===== src/rtl/if_fetch_buffer_pkg.sv =====
// Shared fetch-stage definitions: bus widths, enable/reset levels and the
// default instruction buffer depth.
package if_fetch_buffer_pkg;

  localparam logic RstEnable   = 1'b1;
  localparam logic ChipEnable  = 1'b1;
  localparam logic ChipDisable = 1'b0;

  localparam int unsigned InstAddrBus = 32;
  localparam int unsigned InstBus     = 32;
  localparam logic [31:0] ZeroWord    = 32'h0000_0000;

  localparam int unsigned IfBufDepth = 4;

endpackage


===== src/rtl/if_queue_mem.sv =====
// Fetch queue storage: per-entry {pc, inst, filled} with independent allocate,
// fill and read ports; flush and reset clear only the filled bits.
module if_queue_mem
  import if_fetch_buffer_pkg::*;
#(
  parameter int unsigned DEPTH  = IfBufDepth,
  parameter int unsigned ADDR_W = InstAddrBus,
  parameter int unsigned DATA_W = InstBus,
  parameter int unsigned PtrW   = $clog2(DEPTH)
) (
  input  logic              clk,
  input  logic              rst,
  input  logic              flush_i,
  input  logic              alloc_en_i,
  input  logic [PtrW-1:0]   alloc_idx_i,
  input  logic [ADDR_W-1:0] alloc_pc_i,
  input  logic              fill_en_i,
  input  logic [PtrW-1:0]   fill_idx_i,
  input  logic [DATA_W-1:0] fill_data_i,
  input  logic [PtrW-1:0]   rd_idx_i,
  output logic              rd_filled_o,
  output logic [ADDR_W-1:0] rd_pc_o,
  output logic [DATA_W-1:0] rd_inst_o
);

  logic [DEPTH-1:0]  filled_q;
  logic [ADDR_W-1:0] pc_q   [DEPTH];
  logic [DATA_W-1:0] inst_q [DEPTH];

  always_ff @(posedge clk) begin
    if (rst == RstEnable || flush_i) begin
      filled_q <= '0;
    end else begin
      if (alloc_en_i) begin
        filled_q[alloc_idx_i] <= 1'b0;
      end
      if (fill_en_i) begin
        filled_q[fill_idx_i] <= 1'b1;
      end
    end
  end

  // Payload needs no reset: an entry is only ever read while its filled bit is set.
  always_ff @(posedge clk) begin
    if (alloc_en_i) begin
      pc_q[alloc_idx_i] <= alloc_pc_i;
    end
    if (fill_en_i) begin
      inst_q[fill_idx_i] <= fill_data_i;
    end
  end

  assign rd_filled_o = filled_q[rd_idx_i];
  assign rd_pc_o     = pc_q[rd_idx_i];
  assign rd_inst_o   = inst_q[rd_idx_i];

endmodule


===== src/rtl/if_fetch_buffer.sv =====
// Instruction fetch buffer: issues one memory request at a time, queues the
// in-order responses with their PCs and hands them to decode; flush drops all.
module if_fetch_buffer
  import if_fetch_buffer_pkg::*;
#(
  parameter int unsigned DEPTH  = IfBufDepth,
  parameter int unsigned ADDR_W = InstAddrBus,
  parameter int unsigned DATA_W = InstBus
) (
  input  logic              clk,
  input  logic              rst,
  input  logic [ADDR_W-1:0] pc_i,
  input  logic              ce_i,
  output logic              pc_ready_o,
  input  logic              flush_i,
  output logic              imem_req_o,
  output logic [ADDR_W-1:0] imem_addr_o,
  input  logic              imem_gnt_i,
  input  logic              imem_rvalid_i,
  input  logic [DATA_W-1:0] imem_rdata_i,
  output logic              id_valid_o,
  output logic [ADDR_W-1:0] id_pc_o,
  output logic [DATA_W-1:0] id_inst_o,
  input  logic              id_stall_i
);

  localparam int unsigned PtrW = $clog2(DEPTH);
  localparam int unsigned CntW = PtrW + 1;

  localparam logic StIdle = 1'b0;
  localparam logic StReq  = 1'b1;

  localparam logic [CntW:0] DepthLim = (CntW + 1)'(DEPTH);

  logic              state_q, state_d;
  logic [ADDR_W-1:0] addr_q, addr_d;
  logic [PtrW-1:0]   head_q, head_d;
  logic [PtrW-1:0]   tail_q, tail_d;
  logic [PtrW-1:0]   fill_q, fill_d;
  logic [CntW-1:0]   count_q, count_d;
  logic [CntW-1:0]   pend_q, pend_d;
  logic [CntW-1:0]   discard_cnt_q, discard_cnt_d;

  logic              gnt;
  logic              accept;
  logic              alloc;
  logic              fill_en;
  logic              drop;
  logic              pop;
  logic              has_out;
  logic [CntW:0]     inflight;
  logic [CntW-1:0]   flush_disc;

  logic              rd_filled;
  logic [ADDR_W-1:0] rd_pc;
  logic [DATA_W-1:0] rd_inst;

  assign gnt     = (state_q == StReq) && imem_gnt_i;
  assign has_out = (discard_cnt_q != '0) || (pend_q != '0);

  // Responses still owed to flushed fetches share the DEPTH budget with the
  // queue, which bounds discard_cnt by DEPTH.
  assign inflight   = {1'b0, count_q} + {1'b0, discard_cnt_q};
  assign pc_ready_o = (state_q == StIdle) && (inflight < DepthLim) &&
                      (rst != RstEnable) && !flush_i;

  assign accept  = (ce_i == ChipEnable) && pc_ready_o;
  assign alloc   = gnt && !flush_i;
  assign drop    = imem_rvalid_i && (discard_cnt_q != '0);
  assign fill_en = imem_rvalid_i && (discard_cnt_q == '0) && (pend_q != '0) && !flush_i;
  assign pop     = id_valid_o && !id_stall_i && !flush_i;

  // Everything still owed by memory after this edge becomes a discard.
  assign flush_disc = discard_cnt_q + pend_q + CntW'(gnt) - CntW'(imem_rvalid_i && has_out);

  always_comb begin
    state_d       = state_q;
    addr_d        = addr_q;
    head_d        = head_q;
    tail_d        = tail_q;
    fill_d        = fill_q;
    count_d       = count_q;
    pend_d        = pend_q;
    discard_cnt_d = discard_cnt_q;

    if (flush_i) begin
      state_d       = StIdle;
      head_d        = '0;
      tail_d        = '0;
      fill_d        = '0;
      count_d       = '0;
      pend_d        = '0;
      discard_cnt_d = flush_disc;
    end else begin
      unique case (state_q)
        StIdle: begin
          if (accept) begin
            addr_d  = pc_i;
            state_d = StReq;
          end
        end
        StReq: begin
          if (gnt) begin
            state_d = StIdle;
          end
        end
        default: state_d = StIdle;
      endcase

      if (alloc) begin
        tail_d = tail_q + PtrW'(1);
      end
      if (fill_en) begin
        fill_d = fill_q + PtrW'(1);
      end
      if (pop) begin
        head_d = head_q + PtrW'(1);
      end
      if (drop) begin
        discard_cnt_d = discard_cnt_q - CntW'(1);
      end
      count_d = count_q + CntW'(alloc) - CntW'(pop);
      pend_d  = pend_q + CntW'(alloc) - CntW'(fill_en);
    end
  end

  always_ff @(posedge clk) begin
    if (rst == RstEnable) begin
      state_q       <= StIdle;
      addr_q        <= '0;
      head_q        <= '0;
      tail_q        <= '0;
      fill_q        <= '0;
      count_q       <= '0;
      pend_q        <= '0;
      discard_cnt_q <= '0;
    end else begin
      state_q       <= state_d;
      addr_q        <= addr_d;
      head_q        <= head_d;
      tail_q        <= tail_d;
      fill_q        <= fill_d;
      count_q       <= count_d;
      pend_q        <= pend_d;
      discard_cnt_q <= discard_cnt_d;
    end
  end

  if_queue_mem #(
    .DEPTH  (DEPTH),
    .ADDR_W (ADDR_W),
    .DATA_W (DATA_W),
    .PtrW   (PtrW)
  ) u_queue_mem (
    .clk         (clk),
    .rst         (rst),
    .flush_i     (flush_i),
    .alloc_en_i  (alloc),
    .alloc_idx_i (tail_q),
    .alloc_pc_i  (addr_q),
    .fill_en_i   (fill_en),
    .fill_idx_i  (fill_q),
    .fill_data_i (imem_rdata_i),
    .rd_idx_i    (head_q),
    .rd_filled_o (rd_filled),
    .rd_pc_o     (rd_pc),
    .rd_inst_o   (rd_inst)
  );

  assign imem_req_o  = (state_q == StReq);
  assign imem_addr_o = addr_q;

  // A drained slot keeps its stale filled bit, so occupancy gates validity.
  assign id_valid_o = (count_q != '0) && rd_filled;
  assign id_pc_o    = id_valid_o ? rd_pc : '0;
  assign id_inst_o  = id_valid_o ? rd_inst : DATA_W'(ZeroWord);

  property p_rvalid_expected;
    @(posedge clk) disable iff (rst == RstEnable) imem_rvalid_i |-> has_out;
  endproperty
  assert property (p_rvalid_expected)
    else $error("if_fetch_buffer: rvalid with no outstanding fetch");

endmodule


===== config.mk =====
export PLATFORM = sky130hd
export DESIGN_NAME = if_fetch_buffer
export DESIGN_NICKNAME = d
export VERILOG_FILES = /design/src/rtl/if_fetch_buffer_pkg.sv /design/src/rtl/if_queue_mem.sv /design/src/rtl/if_fetch_buffer.sv
export SDC_FILE = /design/constraint.sdc
export NUM_CORES = 1
export LEC_CHECK = 0
export BUFFER_PORTS_ARGS = -buffer_cell sky130_fd_sc_hd__buf_2
export CORE_AREA = 5 5 202 165
export CTS_CLUSTER_SIZE = 8
export DETAILED_ROUTE_END_ITERATION = 16
export DIE_AREA = 0 0 207 170
export REMOVE_ABC_BUFFERS = 1
export SYNTH_ARGS = -nofsm -noshare
export SYNTH_HDL_FRONTEND = slang
export SYNTH_SLANG_ARGS = --single-unit

===== constraint.sdc =====
create_clock -name clk -period 2.9 [get_ports clk]
set_clock_uncertainty 0.05 [all_clocks]
set_input_delay 0.58 -clock clk [delete_from_list [all_inputs] [get_ports clk]]
set_output_delay 0.58 -clock clk [all_outputs]
set_load 0.03 [all_outputs]

Word level (Yosys, flattened, before mapping)
Memory sizes are Yosys's and may differ from the RTL's. A register that Yosys moved wholly into a read port is not among the register bits. Cells that the tools add are included.

Add/subtract/negate cells: 12. Magnitude comparators: 6. Muxes and demuxes: 24. Bitwise logic cells: 6. Reductions and logical operators: 27.

Operator list (number): 2-to-1 mux 32 bit (2); logical AND 1 bit (16); 2-to-1 mux 4 bit (3); adder 3 x 1 -> 3 bit (3); less-than comparator 2 x 3 -> 1 bit (second input constant) (3); 2-to-1 mux 1 bit (9); nonzero test 3 bit (3); subtractor 3 x 1 -> 3 bit (3); 2-to-1 mux 2 bit (4); adder 2 x 1 -> 2 bit (second input constant) (3); 2-to-1 mux 3 bit (2); adder 3 x 3 -> 4 bit (1); AND 4 bit (1); demux 1 bit (select 2 bit) (2); >= comparator 2 x 1 -> 1 bit (second input constant) (2); less-than comparator 4 x 3 -> 1 bit (second input constant) (1); NOT 4 bit (1); OR 4 bit (1); adder 3 bit (1); logical NOT 3 bit (1); NOT 1 bit (3); AND reduction 3 bit (1); subtractor 3 x 1 -> 3 bit (second input constant) (1); binary-select mux 1 bit (select 2 bit) (1); 5 further kinds (7).

Bits in registers: 52. RAM bits: 256. Input port bits: 71. Output and inout port bits: 99. Word-level logic and storage cells: 86. Memories kept: 2.

Memory list: u_queue_mem.inst_q (depth 4, bits a word 32, read ports 1, clocked after memory_dff 1, write ports 1, line if_queue_mem.sv:28) `logic [DATA_W-1:0] inst_q [DEPTH];`; u_queue_mem.pc_q (depth 4, bits a word 32, read ports 1, clocked after memory_dff 1, write ports 1, line if_queue_mem.sv:27) `logic [ADDR_W-1:0] pc_q [DEPTH];`.

Longest topological paths before layout
Gate-level depths: netlist of the first run.

Depth after elaboration: 10. Mapped depth: 13. Mapped depth without buffers: 13.

Cells and area by module
A second synthesis of the first run with hierarchy kept.

Cells, all modules: 647. Area, all modules: 12324.3 sq um.

By module, submodules not included: if_queue_mem (instances 1, cells an instance 359, area an instance 9526.6 sq um, seq. area each 7767.4 sq um); if_fetch_buffer (instances 1, cells an instance 288, area an instance 2797.7 sq um, seq. area each 960.9 sq um).

Worst setup path before layout of the first run
No wires, ideal clock.

Kind: reg2reg. From: register discard_cnt_q[0]. To: register discard_cnt_q[2]. Setup time: 120 ps. Arrival: 2450 ps. Data required time: 2730 ps. Setup slack: 280 ps. Stages on the path, launching flop included: 14. Buffers on the path: 0. Clock period less this slack: 2620 ps. Cell sequence: dfxtp_1 inv_1 ha_1 nand2b_1 nand2_1 nand2_1 ha_1 inv_1 fa_1 fa_1 xor3_1 nand2_1 a21o_1 a21oi_1.

Cells in the longest elaborated chain, start to end: 5. Elaborated cells on any way between the ends: 11. Those cells by class: add/sub (4); mux (2); reduce/logical (5).

Ends and longest elaborated chain: start, declared (line if_fetch_buffer.sv:42) `logic [CntW-1:0] discard_cnt_q, discard_cnt_d;`; start signal, assigned (line if_fetch_buffer.sv:145) `discard_cnt_q <= discard_cnt_d;`; parallel branches: the longest is 5 deep, another holds adder 3 bit.

Parallel ways; which one is timed is not known. The select of a mux whose other input is x is not followed. A chain may end at the register's enable or synchronous reset.

==> results of run 1 <==
==> stage by stage <==
step                      hold WS (ns)  instances  worst slack [ns]
after CTS                        0.202       1346            0.0458
after global routing             0.202       1346          -0.00680
final                            0.234       1348            0.0979
after detailed placement         0.440       1264             0.116
after floorplan                  0.410        654             -1.39
after global placement           0.436       1264             0.138
==> layer usage <==
metal | wire (um) | up-vias
met4 | 389 | 0
li1 | - | 3074
met1 | 11900 | 3307
met5 | 0 | -
met3 | 1880 | 32
met2 | 12500 | 208
==> area by class of cell <==
class / count / area [um2] / area share, %
sequential: 310 / 8780 / 59.2
clock buffer: 79 / 1260 / 8.53
inverter: 22 / 82.6 / 0.557
clock inverter: 2 / 17.5 / 0.118
timing repair buffer: 191 / 1110 / 7.49
multi-input combinational: 322 / 3040 / 20.5
tap: 420 / 526 / 3.55
antenna: 2 / 5.00 / 0.0338
==> layout by cell type (no fill, tap or decap), types with 2 or more instances in the layout <==
master / n
edfxtp_1: 256
buf_2: 169
nand2_1: 75
mux4_2: 65
and3_1: 65
dfxtp_1: 52
clkbuf_16: 45
a21oi_1: 37
clkbuf_1: 33
inv_1: 21
ha_1: 18
nor2_1: 14
buf_4: 13
xnor2_1: 9
and2_1: 8
buf_12: 7
a22oi_1: 4
fa_1: 4
nand3_1: 3
diode_2: 2
nand2b_1: 2
and4_1: 2
nand4_1: 2
dfxtp_4: 2
inv_6: 2
==> worst paths after layout <==
check / depth (start not counted) / endpoint / slack [ns]
hold reg to reg: 2 / u_queue_mem.filled_q[3] / 0.45
setup reg to reg: 13 / discard_cnt_q[2] / 0.23
hold / removal: 1 / u_queue_mem.inst_q[0][23] / 0.23
setup / recovery: 4 / id_pc_o[18] / 0.1
==> flip-flops by register name, summed over array words and instances (netlist names), 2 cells and up, named ones only <==
name	cells
imem_addr_o	32
u_queue_mem.filled_q	4
u_queue_mem.pc_q	128
discard_cnt_q	3
u_queue_mem.inst_q	128
pend_q	3
count_q	3
tail_q	2
head_q	2
fill_q	2
==> power breakdown <==
part	total (W)	switching (W)	leakage [nW]	internal, W
clock	0.00469	0.00178	0.610	0.00292
sequential	0.00491	0.0000492	2.86	0.00486
combinational	0.000395	0.000236	2.19	0.000160
==> kinds of logic (layout without fill, tap and decap cells) <==
kind of cell,Yosys count,count (layout),synth area share [%]
buffers and inverters,65,294,3.12
adders and majority gates,22,22,2.50
DFF,310,310,71.9
and+or+nand+nor,179,179,7.47
xor gates and xnor gates,10,10,0.842
muxes,66,66,12.1
AOI/OAI and AO/OA,45,45,2.03
other,0,2,0
==> what timing repair did <==
action / 4_1_cts / 5_1_grt
buffers inserted: 1 / 0
gates resized for setup: 2 / 3
cloned: 0 / 0
endpoints found under the setup margin: 64 / 10
==> flow_summary.ini, run 1 <==
[setup_path]
critPathRequiredTime_ns = 2.27
critPathBufInv = 2
setup.worst_path.end_class = primary output
timing.critical_path.arrival_ns = 2.17
critPathKind = reg -> out
crit_fanout = 20
crit_path_start_kind = register
path_cells = buf_12 > mux4_2 > and3_1 > buf_2
worst_path_dominant_cell_family = multiplexers
cpPeakStageDelay_ns = 0.52
cpMaxStageDelayCell = mux4_2
reg2reg_from = discard_cnt_q[1]

[global_routing]
grt.busiest_layer = met2
grt_util_met1_pct = 20.4
grt.total_usage_pct = 15.0
antenna_found_initial = 2
grt_start_max_net_pins = 67
first_global_vias = 6992
grt_first_pass_wirelength_mm = 41.2
gr-usage-met2_pct = 24.7
total_grt_overflow = 0
grt.met3_usage_pct = 4.22

[logic_synthesis]
synth.top_cell.area_share_pct = 63.1
synth.avg_cell_area_um2 = 17.5
ys.flop_type = edfxtp_1
postSynth.asyncResetShare_pct = 0
synthTopCellsByCount = edfxtp_1 (256), nand2_1 (75), and3_1 (65), mux4_2 (65), dfxtp_1 (54)
ys_top_cells_by_area = edfxtp_1 (63%), mux4_2 (12%), dfxtp_1 (8.9%)
synthDominantAreaCellType = edfxtp_1
synth.yosys.seq_area_share_pct = 71.9
leading_cell_type_by_number_of_instances_after_synthesis = edfxtp_1
netlist_area_um2 = 12200
synth_edf_count = 256
ys_seq_elements = 310
synth.lib_cells_used.distinct = 35
synth_instances = 697
synth_warnings = 0

[cells_and_area]
synthToLayoutAreaGrowth_pct = 21.6
final.fill_count = 2708
final_layout_size_suffix_gt1_share_pct = 33.8
nets = 984
layout.core_utilization_pct = 47.7
final_cell_area_um2 = 14800

[detailed_routing]
post_drt_antenna_nets = 0
post-route-drc-count = 0
postRouteWirelength_mm = 26.7
detail_route.iter0.violations = 380
detailroute.via_count = 6621
drt-wirelength-per-cell_um = 19.8
detail_route.first_pass.iterations = 4
routed_via_density = 4.91

[die]
initial_utilization_pct = 39.2
core_region_area_um2 = 31100
dieArea_um2 = 35200
die-width_um = 207
io_pins = 170
fp-row-count = 58
floorplan.die.height_um = 170

[placed_design]
place.gp.congestion = 0.747
portBuffers = 169
placedInstanceArea_um2 = 13500
hpwlAfterDp_mm = 15.5

[clocking]
cts.root.buffer_cell = clkbuf_16
clock_latency_ns = 0.52
cts_inserted_buffers = 44
ctsHtreeMaxLevel = 2
cts_hold_buffers = 0
clock_transition_time_at_the_flip_flop_clock_pins_of_the_worst_setup_and_hold_paths_ns = 0.05
clock_path_buffers = 3
cts.sink_count = 310
cts_tree = yes

[sta]
final.period_utilization_pct = 96.6
finalSetupTns_ns = 0
max_freq_mhz = 357
finalMaxSlewViolations = 0
max_slew_margin_pct = 64.2
setup_viol = 0
finalHoldViolations = 0
time_the_final_worst_path_needs_with_i_o_delays_and_setup_ns = 2.80
max_slew.worst_pin.slew_ns = 0.537
unrepaired_setup_endpoints_after_global_routing = true

[run]
max-cap-violations = 0

[worst_hold_path]
hold_class = in -> reg
min-delay-start = imem_rdata_i[23]

[power]
largest_vdd_supply_drop_mv = 0.388
design_power_total_w = 0.00999
power_leakage_nw = 5.66
power.density_nw_per_um2 = 674

[outcome]
status = finished, final reports clean
No activity file was read; power rests on OpenSTA's default activity.
==> run 2, diff against run 1 <==
--- a/config.mk
+++ b/config.mk
@@ -5,11 +5,12 @@
 export SDC_FILE = /design/constraint.sdc
 export NUM_CORES = 1
 export LEC_CHECK = 0
+export ABC_AREA = 1
 export BUFFER_PORTS_ARGS = -buffer_cell sky130_fd_sc_hd__buf_2
-export CORE_AREA = 5 5 202 165
+export CORE_AREA = 5 5 203 166
 export CTS_CLUSTER_SIZE = 8
 export DETAILED_ROUTE_END_ITERATION = 16
-export DIE_AREA = 0 0 207 170
+export DIE_AREA = 0 0 208 171
 export REMOVE_ABC_BUFFERS = 1
 export SYNTH_ARGS = -nofsm -noshare
 export SYNTH_HDL_FRONTEND = slang
==> run 2 against run 1 <==
Compared with the run above:
- die area is 1.1% higher
- synthesized cell count is 54% higher
- maximum frequency is 0.13% lower
- first-iteration DRC count is 28% higher
- total power is 1.4% lower
- clock power is 2% lower
- combinational power is 15% lower
- critical path depth is 4 higher
- register-to-register slack hardly changed
- largest cell class unchanged
- largest power group unchanged
- highest routed layer unchanged
==> flow_summary.ini, run 2 <==
[global_routing]
grt_first_pass_wirelength_mm = 44.8
first_global_vias = 8031
grt.total_usage_pct = 16.0
grt_start_max_net_pins = 67
grt.met3_usage_pct = 3.48
antenna_found_initial = 1
total_grt_overflow = 0
gr-usage-met2_pct = 26.4
grt_util_met1_pct = 21.8
grt.busiest_layer = met2

[logic_synthesis]
synth.yosys.seq_area_share_pct = 70.8
synth_instances = 1073
synth.top_cell.area_share_pct = 62.1
synthTopCellsByCount = nor2_1 (341), edfxtp_1 (256), o21ai_0 (164)
synth.lib_cells_used.distinct = 25
postSynth.asyncResetShare_pct = 0
ys_seq_elements = 310
ys_top_cells_by_area = edfxtp_1 (62%), nor2_1 (10%), dfxtp_1 (8.7%)
ys.flop_type = edfxtp_1
synth_edf_count = 256
synth_warnings = 0
leading_cell_type_by_number_of_instances_after_synthesis = nor2_1
netlist_area_um2 = 12400
synth.avg_cell_area_um2 = 11.5
synthDominantAreaCellType = edfxtp_1

[die]
floorplan.die.height_um = 171
die-width_um = 208
dieArea_um2 = 35600
core_region_area_um2 = 31700
fp-row-count = 59
initial_utilization_pct = 39.0
io_pins = 170

[sta]
finalHoldViolations = 0
final.period_utilization_pct = 96.7
unrepaired_setup_endpoints_after_global_routing = true
max_slew.worst_pin.slew_ns = 0.550
setup_viol = 0
final_critical_path_setup_slack_ns = 0.0943
max_slew_margin_pct = 63.3
finalMaxSlewViolations = 0
max_freq_mhz = 356
time_the_final_worst_path_needs_with_i_o_delays_and_setup_ns = 2.81

[clocking]
cts_tree = yes
clock_latency_ns = 0.53
cts.root.buffer_cell = clkbuf_16
ctsHtreeMaxLevel = 2
cts.sink_count = 310
cts_post_setup_buffers_inserted = 0
clock_transition_time_at_the_flip_flop_clock_pins_of_the_worst_setup_and_hold_paths_ns = 0.05
cts_hold_buffers = 0
clock_path_buffers = 3
cts_inserted_buffers = 44

[detailed_routing]
drt-wirelength-per-cell_um = 16.9
post_drt_antenna_nets = 0
detailroute.via_count = 8222
detail_route.first_pass.iterations = 5
post-route-drc-count = 0
routed_via_density = 4.81
postRouteWirelength_mm = 29.0
detail_route.iter0.violations = 486

[setup_path]
cpPeakStageDelay_ns = 0.43
critPathKind = reg -> out
cpMaxStageDelayCell = dfxtp_1
critPathRequiredTime_ns = 2.27
crit_fanout = 27
timing.critical_path.arrival_ns = 2.18
path_cells = inv_2 > nand2_1 > nand3_1 > nand2_2 > nand2_4 > buf_12 > a21oi_1 > buf_2
setup.worst_path.end_class = primary output
crit_path_start_kind = register

[placed_design]
hpwlAfterDp_mm = 16.7
worst_setup_slack_after_placement_ns = 0.237
place.gp.congestion = 0.781
portBuffers = 169

[power]
internal_power_w = 0.00786
switchingPower_w = 0.00200
netSwitchingFraction_pct = 20.3
largest_vdd_supply_drop_mv = 0.421
power.share.sequential_pct = 49.9
design_power_total_w = 0.00985
power.share.combinational_pct = 3.4
clock_power_share_pct = 46.7
power.density_nw_per_um2 = 653
power_leakage_nw = 5.77

[outcome]
status = finished, final reports clean

[cells_and_area]
synthToLayoutAreaGrowth_pct = 21.8
nets = 1344
most_common_cell_after_layout_fill_and_taps_aside = nor2_1
final.fill_count = 2916
final_layout_size_suffix_gt1_share_pct = 20.4
layout_common_cells = nor2_1 (336), edfxtp_1 (256), o21ai_0 (164), buf_2 (164), a21oi_1 (68)

[run]
max-cap-violations = 0

[worst_hold_path]
hold_class = in -> reg
-- run 2: path summary, 6_finish.rpt --
check / from / to / slack [ns] / cells after the start
setup reg to reg: discard_cnt_q[0] / discard_cnt_q[2] / 0.23 / 15
hold / removal: imem_rdata_i[22] / u_queue_mem.inst_q[0][22] / 0.22 / 1
hold reg to reg: u_queue_mem.filled_q[0] / u_queue_mem.filled_q[0] / 0.43 / 2
setup / recovery: head_q[0] / id_pc_o[6] / 0.09 / 8
-- run 2: critical path: cells and delay by family (launching register included) --
kind	cells	cell delay, ns
buffers and inverters	3	0.55
DFF	1	0.43
AOI/OAI and AO/OA	1	0.22
and+or+nand+nor	4	0.44
-- run 2: layer usage --
layer | part of all wire, % | wire [um]
met1 | 46 | 13500
met2 | 46 | 13400
met3 | 5.7 | 1650
met4 | 1.7 | 491
met5 | 0 | 0
-- run 2: cell type report --
| type | count | area [um2] | area share [%] |
|---|---|---|---|
| flip-flops and latches | 310 | 8780 | 58.2 |
| diodes | 1 | 2.50 | 0.0166 |
| inverters | 46 | 179 | 1.19 |
| repair buffers | 191 | 1170 | 7.78 |
| clock buffers | 78 | 1250 | 8.29 |
| well taps | 427 | 534 | 3.54 |
| multi-input cells | 658 | 3170 | 21.0 |
-- run 2: kinds of logic (layout without fill, tap and decap cells) --
logic type                 after synthesis  count (layout)  synth area share, %
adders and majority gates               22              22                 2.47
buffers and inverters                  105             315                 4.12
and+or+nand+nor                        377             377                 11.8
other                                    0               1                    0
AOI/OAI and AO/OA                      250             250                 10.2
DFF                                    310             310                 70.8
xor gates and xnor gates                 9               9                0.637
-- run 2: repair_timing --
item	CTS	global route
endpoints found under the hold margin	0	0
endpoints found under the setup margin	0	10
gates resized for setup	0	12
-- run 2: per-stage QoR --
step	cells	instance area [um2]	hold slack, ns	setup TNS [ns]	util (%)
finish	1711	15100	0.221	0	47.5
global route	1710	15100	0.204	-0.0125	47.5
CTS	1710	15000	0.198	0	47.4
detailed placement	1632	13800	0.425	0	43.4
global placement	1632	13800	0.419	0	43.4
floorplan	1014	12100	0.404	-127.00	-
-- run 2: power groups by stage --
stage | clock network [W] | logic, W | registers, W
2_1_floorplan | 0 | 0.000146 | 0.00504
3_3_place_gp | 0 | 0.000333 | 0.00500
3_5_place_dp | 0 | 0.000337 | 0.00500
4_1_cts | 0.00472 | 0.000339 | 0.00491
5_1_grt | 0.00495 | 0.000380 | 0.00491
6_report | 0.00460 | 0.000336 | 0.00491
==> run 3, diff against run 2 <==
--- a/config.mk
+++ b/config.mk
@@ -7,10 +7,10 @@
 export LEC_CHECK = 0
 export ABC_AREA = 1
 export BUFFER_PORTS_ARGS = -buffer_cell sky130_fd_sc_hd__buf_2
-export CORE_AREA = 5 5 203 166
+export CORE_AREA = 5 5 255 208
 export CTS_CLUSTER_SIZE = 8
 export DETAILED_ROUTE_END_ITERATION = 16
-export DIE_AREA = 0 0 208 171
+export DIE_AREA = 0 0 260 213
 export REMOVE_ABC_BUFFERS = 1
 export SYNTH_ARGS = -nofsm -noshare
 export SYNTH_HDL_FRONTEND = slang
==> run 3 against run 2 <==
Compared with the run above:
- maximum frequency up 1.4%
- clock power up 1%
- count of clock-buffer cells in the layout is 6 lower
- sequential share of layout area shrank 1.6 points
- die area rose by 56%
- sequential power about the same
- wire length grew 14%
- critical path depth unchanged
- final cell count up 15%
- non-clock buffer count is 3 higher
- critical path type unchanged
- critical endpoint is now id_inst_o[27]
==> flow_summary.ini, run 3 (synthesis gave the netlist of run 2 again) <==
[global_routing]
grt_first_pass_wirelength_mm = 49.3
first_global_vias = 8333
antenna_found_initial = 1
grt.total_usage_pct = 11.5
total_grt_overflow = 0
grt_start_max_net_pins = 129

[die]
io_pins = 170
core_region_area_um2 = 50300
initial_utilization_pct = 24.6
fp-row-count = 74
floorplan.die.height_um = 213
die-width_um = 260
dieArea_um2 = 55400

[cells_and_area]
nets = 1349
final_cell_area_um2 = 15500
finish.cell_count_without_fillers = 1969
most_common_cell_after_layout_fill_and_taps_aside = nor2_1
final_layout_size_suffix_gt1_share_pct = 21.0
synthToLayoutAreaGrowth_pct = 25.2
final.fill_count = 5091
multi_input_comb_area_um2 = 3210
layout_common_cells = nor2_1 (336), edfxtp_1 (256), buf_2 (165)
regArea_um2 = 8780

[clocking]
ctsHtreeMaxLevel = 2
cts_hold_buffers = 0
clock_transition_time_at_the_flip_flop_clock_pins_of_the_worst_setup_and_hold_paths_ns = 0.05
clock_path_buffers = 3
cts_inserted_buffers = 44
cts.sink_count = 310
cts_tree = yes
clock_latency_ns = 0.54
cts.root.buffer_cell = clkbuf_16

[power]
power_leakage_nw = 5.83
power.density_nw_per_um2 = 641
largest_vdd_supply_drop_mv = 0.332

[setup_path]
critPathRequiredTime_ns = 2.27
critPathKind = reg -> out
reg2reg_from = discard_cnt_q[1]
ff2ff_setup_slack_ns = 0.25
worst_r2r_path_depth = 16
r2r-end = discard_cnt_q[2]
crit_fanout = 26
timing.critical_path.arrival_ns = 2.14
setup.worst_path.end_class = primary output
crit_path_start_kind = register

[sta]
setup_viol = 0
finalSetupTns_ns = 0
finalHoldViolations = 0
final.period_utilization_pct = 95.5
hold-worst-slack_ns = 0.204
max_slew.worst_pin.slew_ns = 0.687
finalMaxSlewViolations = 0
time_the_final_worst_path_needs_with_i_o_delays_and_setup_ns = 2.77
max_slew_margin_pct = 54.2
max_freq_mhz = 361
final_critical_path_setup_slack_ns = 0.132

[outcome]
status = finished, final reports clean

[placed_design]
placed_cell_count = 1889
worst_setup_slack_after_placement_ns = 0.190
portBuffers = 169
hpwlAfterDp_mm = 18.5
place.gp.congestion = 0.749
placedInstanceArea_um2 = 14100

[detailed_routing]
post_drt_antenna_nets = 0
postRouteWirelength_mm = 32.9
detail_route.iter0.violations = 594
post-route-drc-count = 0
drt-wirelength-per-cell_um = 16.7
detailroute.via_count = 8498
routed_via_density = 4.32
detail_route.first_pass.iterations = 7

[worst_hold_path]
min_path_cells = 1
whs_endpoint = u_queue_mem.inst_q[2][14]
hold_class = in -> reg
min-delay-start = imem_rdata_i[14]

[run]
max-cap-violations = 0
==> run 3: cell count changes in the layout (fill, tap and decap cells not counted), sizes merged <==
cell and delta:
clkbuf -9, clkinv -1, buf +6, inv +3, nand2 +2
==> run 3: worst max-delay path by stage <==
| stage | start | endpoint | slack, ns |
|---|---|---|---|
| finish | head_q[0] | id_inst_o[27] | 0.13 |
| global route | discard_cnt_q[1] | discard_cnt_q[2] | -0.02 |
| CTS | register | id_pc_o[8] | -0.02 |
| detailed placement | discard_cnt_q[0] | discard_cnt_q[2] | 0.19 |
| global placement | discard_cnt_q[0] | discard_cnt_q[2] | 0.23 |
| floorplan | register | id_inst_o[30] | -2.02 |
==> run 3: metrics by stage <==
| stage | util, % | total power (W) |
|---|---|---|
| after floorplan | - | 0.00519 |
| after CTS | 30.7 | 0.0101 |
| after detailed placement | 28.0 | 0.00535 |
| final | 30.8 | 0.00993 |
| after global routing | 30.8 | 0.0104 |
| after global placement | 28.0 | 0.00534 |
==> run 3: what timing repair did <==
action | CTS | global route
buffers inserted | 2 | 0
cloned | 2 | 1
resized for setup | 9 | 12
pin swaps | 3 | 2
setup endpoints to repair | 52 | 57
==> run 3: area by class of cell <==
| type | count | area share (%) |
|---|---|---|
| sequential | 310 | 56.6 |
| multi-input combinational | 660 | 20.7 |
| timing repair buffer | 194 | 7.96 |
| clock buffer | 72 | 7.92 |
| tap | 684 | 5.52 |
| inverter | 46 | 1.16 |
| clock inverter | 2 | 0.113 |
| antenna | 1 | 0.0161 |
==> run 3: report_power, final <==
group	switching (W)	internal (W)	total [W]
Clock	0.00181	0.00285	0.00466
Combinational	0.000224	0.000131	0.000355
Sequential	0.0000576	0.00486	0.00492
==> run 3: layer usage <==
metal | GRT usage [%] | vias to the layer above | part of all wire [%] | routed length [um]
li1 | - | 4074 | - | -
met1 | 15.9 | 4073 | 46 | 15000
met2 | 18.2 | 302 | 45 | 14900
met3 | 2.99 | 47 | 7.3 | 2390
met4 | 3.10 | 2 | 1.9 | 622
met5 | 0 | - | 0.039 | 13
==> run 3: worst max-delay path, stage by stage, from the launching register on <==
cell and delay, ns:
dfxtp_2 0.38, inv_2 0.05, nand2_1 0.05, nand3_1 0.11
nand2_4 0.18, nand2_8 0.13, buf_12 0.20, a21oi_1 0.24
buf_4 0.22
